## src/rtl/crc_stream_parallel.sv

```systemverilog
// rtl/crc_stream_parallel.sv - streaming CRC engine, P bits per beat, registered result handshake
module crc_stream_parallel #(
   parameter int               CRC_W  = 8,
   parameter logic [CRC_W-1:0] POLY   = 8'h07,
   parameter logic [CRC_W-1:0] INIT   = '0,
   parameter logic [CRC_W-1:0] XOROUT = '0,
   parameter int               P      = 2
) (
   input  logic             clk,
   input  logic             reset,
   input  logic [P-1:0]     in_data,
   input  logic             in_valid,
   input  logic             in_first,
   input  logic             in_last,
   input  logic             in_chk,
   output logic             in_ready,
   output logic [CRC_W-1:0] crc_out,
   output logic             crc_ok,
   output logic             crc_valid,
   input  logic             crc_ready,
   output logic             frame_err
);

   // DONE is never held: the result loads on the edge that accepts in_last
   // and the FSM lands back in IDLE on that same edge.
   typedef enum logic {IDLE, RUN} state_t;

   state_t           state;
   state_t           state_next;
   logic [CRC_W-1:0] lfsr;
   logic [CRC_W-1:0] lfsr_next;
   logic [CRC_W-1:0] step;
   logic [P-1:0]     data_g;
   logic             fb;
   logic             mode;
   logic             mode_eff;
   logic             accept;
   logic             take;
   logic             load_out;
   logic             set_err;

   assign in_ready = !crc_valid || crc_ready;
   assign accept   = in_valid && in_ready;
   assign mode_eff = in_first ? in_chk : mode;

   // Unrolled serial Galois steps, MSB of the beat first.
   always_comb begin
      data_g = in_valid ? in_data : '0;
      step   = in_first ? INIT : lfsr;
      fb     = 1'b0;
      for (int i = P - 1; i >= 0; i--) begin
         fb   = step[CRC_W-1] ^ data_g[i];
         step = {step[CRC_W-2:0], 1'b0} ^ (fb ? POLY : '0);
      end
      lfsr_next = step;
   end

   always_comb begin
      state_next = state;
      take       = 1'b0;
      load_out   = 1'b0;
      set_err    = 1'b0;
      case (state)
         IDLE: begin
            if (accept) begin
               if (in_first) begin
                  take     = 1'b1;
                  load_out = in_last;
                  state_next = in_last ? IDLE : RUN;
               end else begin
                  set_err = 1'b1;
               end
            end
         end
         RUN: begin
            if (accept) begin
               take    = 1'b1;
               set_err = in_first;
               if (in_last) begin
                  load_out   = 1'b1;
                  state_next = IDLE;
               end
            end
         end
         default: state_next = IDLE;
      endcase
   end

   always_ff @(posedge clk) begin
      if (!reset) begin
         state     <= IDLE;
         lfsr      <= INIT;
         mode      <= 1'b0;
         crc_out   <= '0;
         crc_ok    <= 1'b0;
         crc_valid <= 1'b0;
         frame_err <= 1'b0;
      end else begin
         state <= state_next;
         if (take) begin
            lfsr <= lfsr_next;
            mode <= mode_eff;
         end
         if (set_err)
            frame_err <= 1'b1;
         // A reload in the same cycle as a pop keeps crc_valid high.
         if (load_out) begin
            crc_out   <= mode_eff ? lfsr_next : (lfsr_next ^ XOROUT);
            crc_ok    <= mode_eff && (lfsr_next == '0);
            crc_valid <= 1'b1;
         end else if (crc_ready) begin
            crc_valid <= 1'b0;
         end
      end
   end

endmodule

```

## config.mk

```make
export PLATFORM = sky130hd
export DESIGN_NAME = crc_stream_parallel
export DESIGN_NICKNAME = d
export VERILOG_FILES = /design/src/rtl/crc_stream_parallel.sv
export SDC_FILE = /design/constraint.sdc
export NUM_CORES = 1
export LEC_CHECK = 0
export CAP_MARGIN = 30
export CORE_MARGIN = 8
export CORE_UTILIZATION = 25
export CTS_CLUSTER_SIZE = 10
export DETAILED_ROUTE_END_ITERATION = 10
export GPL_TIMING_DRIVEN = 0
export HOLD_SLACK_MARGIN = 0.1
export PLACE_DENSITY = 0.53
export SYNTH_ARGS = -nofsm -noshare
export SYNTH_HDL_FRONTEND = slang
export SYNTH_SLANG_ARGS = --single-unit
```

## constraint.sdc

```tcl
create_clock -name clk -period 1.94 [get_ports clk]
set_input_delay 0.582 -clock clk [delete_from_list [all_inputs] [get_ports clk]]
set_output_delay 0.582 -clock clk [all_outputs]
set_load 0.03 [all_outputs]
```

Word-level counts from Yosys, hierarchy flattened. Index checks and enable logic that the tools add are counted. W data, S select, Z words.

Multiplexer cells: 25. Bitwise logic cells: 5. Reduce and logical (&&, ||, !) cells: 6.

Operator list (number): $mux W1 (17); $xor A8 B3 Y8 (2); $logic_not A8 Y1 (1); $mux W8 (1); $pmux W1 S2 (4); $mux W3 (2); $logic_and A1 B1 Y1 (2); $mux W2 (1); $reduce_bool A2 Y1 (1); $xor A1 B1 Y1 (2); $logic_not A1 Y1 (1); $logic_or A1 B1 Y1 (1); $not A1 Y1 (1).

Register bits: 21. Output and inout bits: 12. Logic and storage cells: 43.

Depth between registers and ports, before layout.
Word-level depth: 9. Gate-level depth with buffers: 6. Mapped depth without buffers: 5.

Least setup slack after synthesis. No wires, ideal clock.

Kind: input to register. Start: input crc_ready. End: register crc_ok. Data required time: 1.824 ns. Stages: 6. Arrival time: 1.694 ns. Slack: 0.129 ns. Buffers on the path: 1. Library setup time: 0.116 ns. Cells stage by stage: nor2b_1 > inv_2 > and3_1 > clkbuf_1 > and3_1 > a41o_1.

Longest elaborated chain between the ends: 4.

Ends and longest elaborated chain: from (decl) (RTL line 20) `input logic crc_ready,`; $logic_or A1 B1 Y1 * (RTL line 42) `assign in_ready = !crc_valid || crc_ready;`; net in_ready (RTL line 16) `output logic in_ready,`; $logic_and A1 B1 Y1 * (RTL line 43) `assign accept = in_valid && in_ready;`; $mux W1 (on tied branches) (RTL line 76, 65); $pmux W1 S2 * (RTL line 63) `case (state)`; to (signal assigned) (RTL line 109) `crc_ok <= mode_eff && (lfsr_next == '0);`; to (decl) (RTL line 18) `output logic crc_ok,`.

The timed path passes the listed nets; every way through them passes the cells marked *. A chain may end at the register's enable or synchronous reset.

Final worst setup path.
Start: input in_first. End: register crc_ok.

Longest elaborated chain between the ends: 7.

Ends and longest elaborated chain: from (decl) (RTL line 13) `input logic in_first,`; $mux W8 (RTL line 49) `step = in_first ? INIT : lfsr;`; $xor A8 B3 Y8 or $xor A1 B1 Y1 (tied branches) (RTL line 53, 52); $xor A1 B1 Y1 or $mux W3 (tied branches) (RTL line 52, 53); $mux W3 or $xor A8 B3 Y8 (tied branches) (RTL line 53) `step = {step[CRC_W-2:0], 1'b0} ^ (fb ? POLY : '0);`; $xor A8 B3 Y8 (RTL line 53); $logic_not A8 Y1 (RTL line 109); $logic_and A1 B1 Y1 (RTL line 109).

Parallel ways exist; a longest one is shown, timed or not.

==> flow_results.xml <==
<?xml version="1.0" encoding="UTF-8"?>
<metrics>
  <group name="setup_path">
    <metric name="regToRegStartpoint" unit="">lfsr[6]</metric>
    <metric name="critical_path_buf_inv_count" unit="">1</metric>
    <metric name="worst-endpoint-arrival" unit="ps">2030</metric>
    <metric name="criticalPathCategory" unit="">in -&gt; reg</metric>
    <metric name="path_max_fanout" unit="">4</metric>
    <metric name="worst_setup_path_startpoint" unit="">in_first</metric>
    <metric name="r2r_setup_slack" unit="ps">420</metric>
    <metric name="reg2reg_path_depth" unit="">4</metric>
    <metric name="rr_endpoint" unit="">crc_ok</metric>
    <metric name="startpoint_types" unit="">input pin</metric>
    <metric name="timing.critical_path.slowest_stage_cell" unit="">xnor3_2</metric>
    <metric name="worstPathCellList" unit="">dlygate4sd2_1, nand2b_2, xnor2_4, xnor3_2, a41o_1</metric>
    <metric name="timing.critical_path.slowest_cell_delay" unit="ps">490</metric>
    <metric name="cell_type_group_with_the_largest_total_delay_on_the_critical_path" unit="">XOR/XNOR gates</metric>
    <metric name="timing.critical_path.required" unit="ps">2100</metric>
    <metric name="worstSetupEndpointType" unit="">flip-flop</metric>
  </group>
  <group name="pwr">
    <metric name="p_leak" unit="nW">0.483</metric>
    <metric name="p_sw_share" unit="%">27.1</metric>
    <metric name="clock_power_share" unit="%">33.3</metric>
    <metric name="vdd_drop_max" unit="mV">0.309</metric>
    <metric name="net-switching-power" unit="mW">0.245</metric>
    <metric name="finalPower" unit="mW">0.903</metric>
    <metric name="pwr-share-seq" unit="%">50.5</metric>
    <metric name="pwr-share-comb" unit="%">16.1</metric>
    <metric name="intPower" unit="mW">0.659</metric>
    <metric name="powerDensity" unit="nW/um2">707</metric>
  </group>
  <group name="synth">
    <metric name="synthesis.area" unit="um2">947</metric>
    <metric name="ys_warn_count" unit="">0</metric>
    <metric name="post_synth_num_cell_types" unit="">31</metric>
    <metric name="synth_async_sr_flop_share" unit="%">0</metric>
    <metric name="synth_area_per_cell" unit="um2">8.61</metric>
    <metric name="synth.net_count" unit="">120</metric>
    <metric name="synth_seq_area_share" unit="%">44.4</metric>
    <metric name="synth_edf_count" unit="">0</metric>
    <metric name="syn_inst" unit="">110</metric>
    <metric name="ys_seq_elements" unit="">21</metric>
    <metric name="postSynth.topFlopCell" unit="">dfxtp_1</metric>
  </group>
  <group name="clock_tree">
    <metric name="clkSlewWorstSetupHoldPaths" unit="ps">80</metric>
    <metric name="cts_tree" unit="">built</metric>
    <metric name="cts_buffers" unit="">3</metric>
    <metric name="clock_sink_count" unit="">21</metric>
    <metric name="clockRootBuffer" unit="">clkbuf_8</metric>
    <metric name="max-clock-path-buffers" unit="">2</metric>
    <metric name="cts_max_level" unit="">1</metric>
    <metric name="worst_skew_pair.late_latency" unit="ps">260</metric>
    <metric name="post_cts_hold_buffer_count" unit="">0</metric>
  </group>
  <group name="layout">
    <metric name="layout-drive-gt1-share" unit="%">13.4</metric>
    <metric name="leading_cell_type_in_the_layout_fill_and_taps_excluded" unit="">nand2_1</metric>
    <metric name="final_net_count" unit="">145</metric>
    <metric name="filler_cell_count" unit="">388</metric>
    <metric name="post_layout_nonfiller_instances" unit="">182</metric>
    <metric name="layout.core_utilization" unit="%">34.9</metric>
    <metric name="commonest_non_fill_non_tap_cells_in_the_layout" unit="">nand2_1 (23), dfxtp_1 (21), clkdlybuf4s50_1 (15)</metric>
    <metric name="layout.cell_area.non_filler" unit="um2">1280</metric>
    <metric name="antenna_cells_inserted" unit="">0</metric>
    <metric name="area_growth" unit="%">34.9</metric>
  </group>
  <group name="drt">
    <metric name="route.detailed.vias_per_inst" unit="">4.45</metric>
    <metric name="drtPass1Iterations" unit="">5</metric>
    <metric name="routed-via-count" unit="">810</metric>
    <metric name="ant_nets" unit="">0</metric>
    <metric name="finalWirelength" unit="um">2300</metric>
    <metric name="drc" unit="">0</metric>
    <metric name="routed_wire_length_per_instance" unit="um">12.6</metric>
    <metric name="drt-initial-drc-count" unit="">20</metric>
  </group>
  <group name="placement">
    <metric name="place_congestion" unit="">0.768</metric>
    <metric name="hpwlAfterDp" unit="um">1680</metric>
    <metric name="pre_cts_ws" unit="ps">-610</metric>
    <metric name="port_buffers" unit="">20</metric>
    <metric name="postPlaceCellArea" unit="um2">1210</metric>
    <metric name="dpl.cell_count" unit="">178</metric>
  </group>
  <group name="worst_hold_path">
    <metric name="min-delay-path-class" unit="">reg -&gt; reg</metric>
    <metric name="cell_depth_of_the_worst_hold_path" unit="">2</metric>
    <metric name="min_from" unit="">crc_out[6]</metric>
    <metric name="hold_path_end" unit="">crc_out[6]</metric>
  </group>
  <group name="floorplanning">
    <metric name="dieHeight" unit="um">77.6</metric>
    <metric name="fp.dieW" unit="um">77.6</metric>
    <metric name="die-area" unit="um2">6010</metric>
    <metric name="standard_cell_rows" unit="">22</metric>
    <metric name="initial_utilization" unit="%">25.9</metric>
    <metric name="core_area" unit="um2">3660</metric>
    <metric name="ioPinCount" unit="">21</metric>
  </group>
  <group name="timing">
    <metric name="highest_clock_frequency_the_design_can_meet" unit="GHz">0.535</metric>
    <metric name="layout_setup_ws" unit="ps">70.4</metric>
    <metric name="finalCritPeriodShare" unit="%">96.4</metric>
    <metric name="max_slew.worst_pin.slew" unit="ps">457</metric>
    <metric name="count_of_final_hold_check_violations" unit="">0</metric>
    <metric name="rsz_0062_raised_after_global_routing" unit="">false</metric>
    <metric name="finalCriticalPeriod" unit="ps">1870</metric>
    <metric name="maxSlewViolCount" unit="">0</metric>
    <metric name="finClkSkew" unit="ps">3.39</metric>
    <metric name="worst_slew_margin_rel" unit="%">69.6</metric>
    <metric name="setup_viol" unit="">0</metric>
  </group>
  <group name="grt">
    <metric name="maximum_number_of_pins_on_one_net_before_global_route_repair" unit="">12</metric>
    <metric name="grt_pass1_wl" unit="um">3830</metric>
    <metric name="grt_usage" unit="%">7.96</metric>
    <metric name="grt-ovfl-total" unit="">0</metric>
    <metric name="grt_antenna_before_repair" unit="">0</metric>
    <metric name="first_global_vias" unit="">838</metric>
  </group>
  <group name="outcome">
    <metric name="outcome" unit="">completed</metric>
  </group>
  <group name="flow_run">
    <metric name="max_cap_violations" unit="">0</metric>
  </group>
</metrics>
## cells in the mapped netlist (2+ instances only)
| library cell | n | area (um2) |
|---|---|---|
| nand2_1 | 23 | 86.3 |
| dfxtp_1 | 21 | 420 |
| a21oi_1 | 11 | 55.1 |
| nor2_1 | 8 | 30.0 |
| nor2b_1 | 5 | 31.3 |
| a211oi_1 | 4 | 30.0 |
| and3_1 | 3 | 18.8 |
| inv_1 | 3 | 11.3 |
| a31oi_1 | 2 | 12.5 |
| buf_2 | 2 | 10.0 |
| clkbuf_1 | 2 | 7.51 |
| nand2_2 | 2 | 12.5 |
| nand2b_1 | 2 | 12.5 |
| nand3_1 | 2 | 10.0 |
| nor3_1 | 2 | 10.0 |
| o21a_1 | 2 | 15.0 |
| xnor2_1 | 2 | 17.5 |
## cell type report
type	count	area, um2	share of cell area (%)
repair buffers	21	208	16.3
clock buffers	4	45.0	3.53
flip-flops and latches	21	420	32.9
multi-input cells	80	509	39.9
inverters	5	18.8	1.47
well taps	48	60.1	4.70
plain buffers	3	16.3	1.27
## power by group through the flow
stage | Clock [mW] | Combinational (mW) | Sequential, mW
finish | 0.301 | 0.146 | 0.456
global route | 0.325 | 0.159 | 0.459
CTS | 0.305 | 0.147 | 0.457
detailed placement | 0 | 0.145 | 0.467
global placement | 0 | 0.145 | 0.466
floorplan | 0 | 0.0753 | 0.480
## how the worst max path moves through the flow
stage                          end  slack [ps]  cells past startpoint
after global routing        crc_ok          10                      5
after CTS                   crc_ok          40                      5
after global placement    in_ready        -600                      4
after floorplan             crc_ok         130                      6
after detailed placement  in_ready        -610                      4
final                       crc_ok          70                      5
## per-layer routing
metal / vias to the layer above / track usage [%] / wire (um)
met3: 4 / 3.11 / 151
met2: 20 / 13.5 / 1060
met1: 365 / 8.38 / 1040
met4: 0 / 4.15 / 52
li1: 421 / - / -
met5: - / 0 / 0
## metrics by stage
stage | setup TNS (ps) | hold slack, ps
after floorplan | 0 | 437
after global placement | -4810 | 450
after detailed placement | -5070 | 452
after CTS | 0 | 462
after global routing | 0 | 492
final | 0 | 466
## worst register-to-register path: stages (launching register included)
cell,delay [ps]
dfxtp_1,360
nand2b_2,110
xnor2_4,220
xnor3_2,490
a41o_1,250
## cells by family after synthesis
logic type                 count (synthesis)  synth area share, %
AOI/OAI and AO/OA                         23                 16.0
adders and majority gates                  1                 1.32
xor gates and xnor gates                   6                 9.78
DFF                                       21                 44.4
muxes                                      1                 1.06
buffers and inverters                      9                 3.83
and+or+nand+nor                           49                 23.6
## sequential cells by signal, indices dropped and copies added, names as in the netlist
signal and cells:
mode 1, frame_err 1, crc_valid 1, lfsr 8, crc_ok 1, state 1
crc_out 8
## timing repair
item,in CTS,in global routing
buffers inserted,1,0
resized for setup,14,3
setup endpoints to repair,5,1
gates cloned,0,0
pin swaps,1,3
No activity file was read; power rests on OpenSTA's default activity.
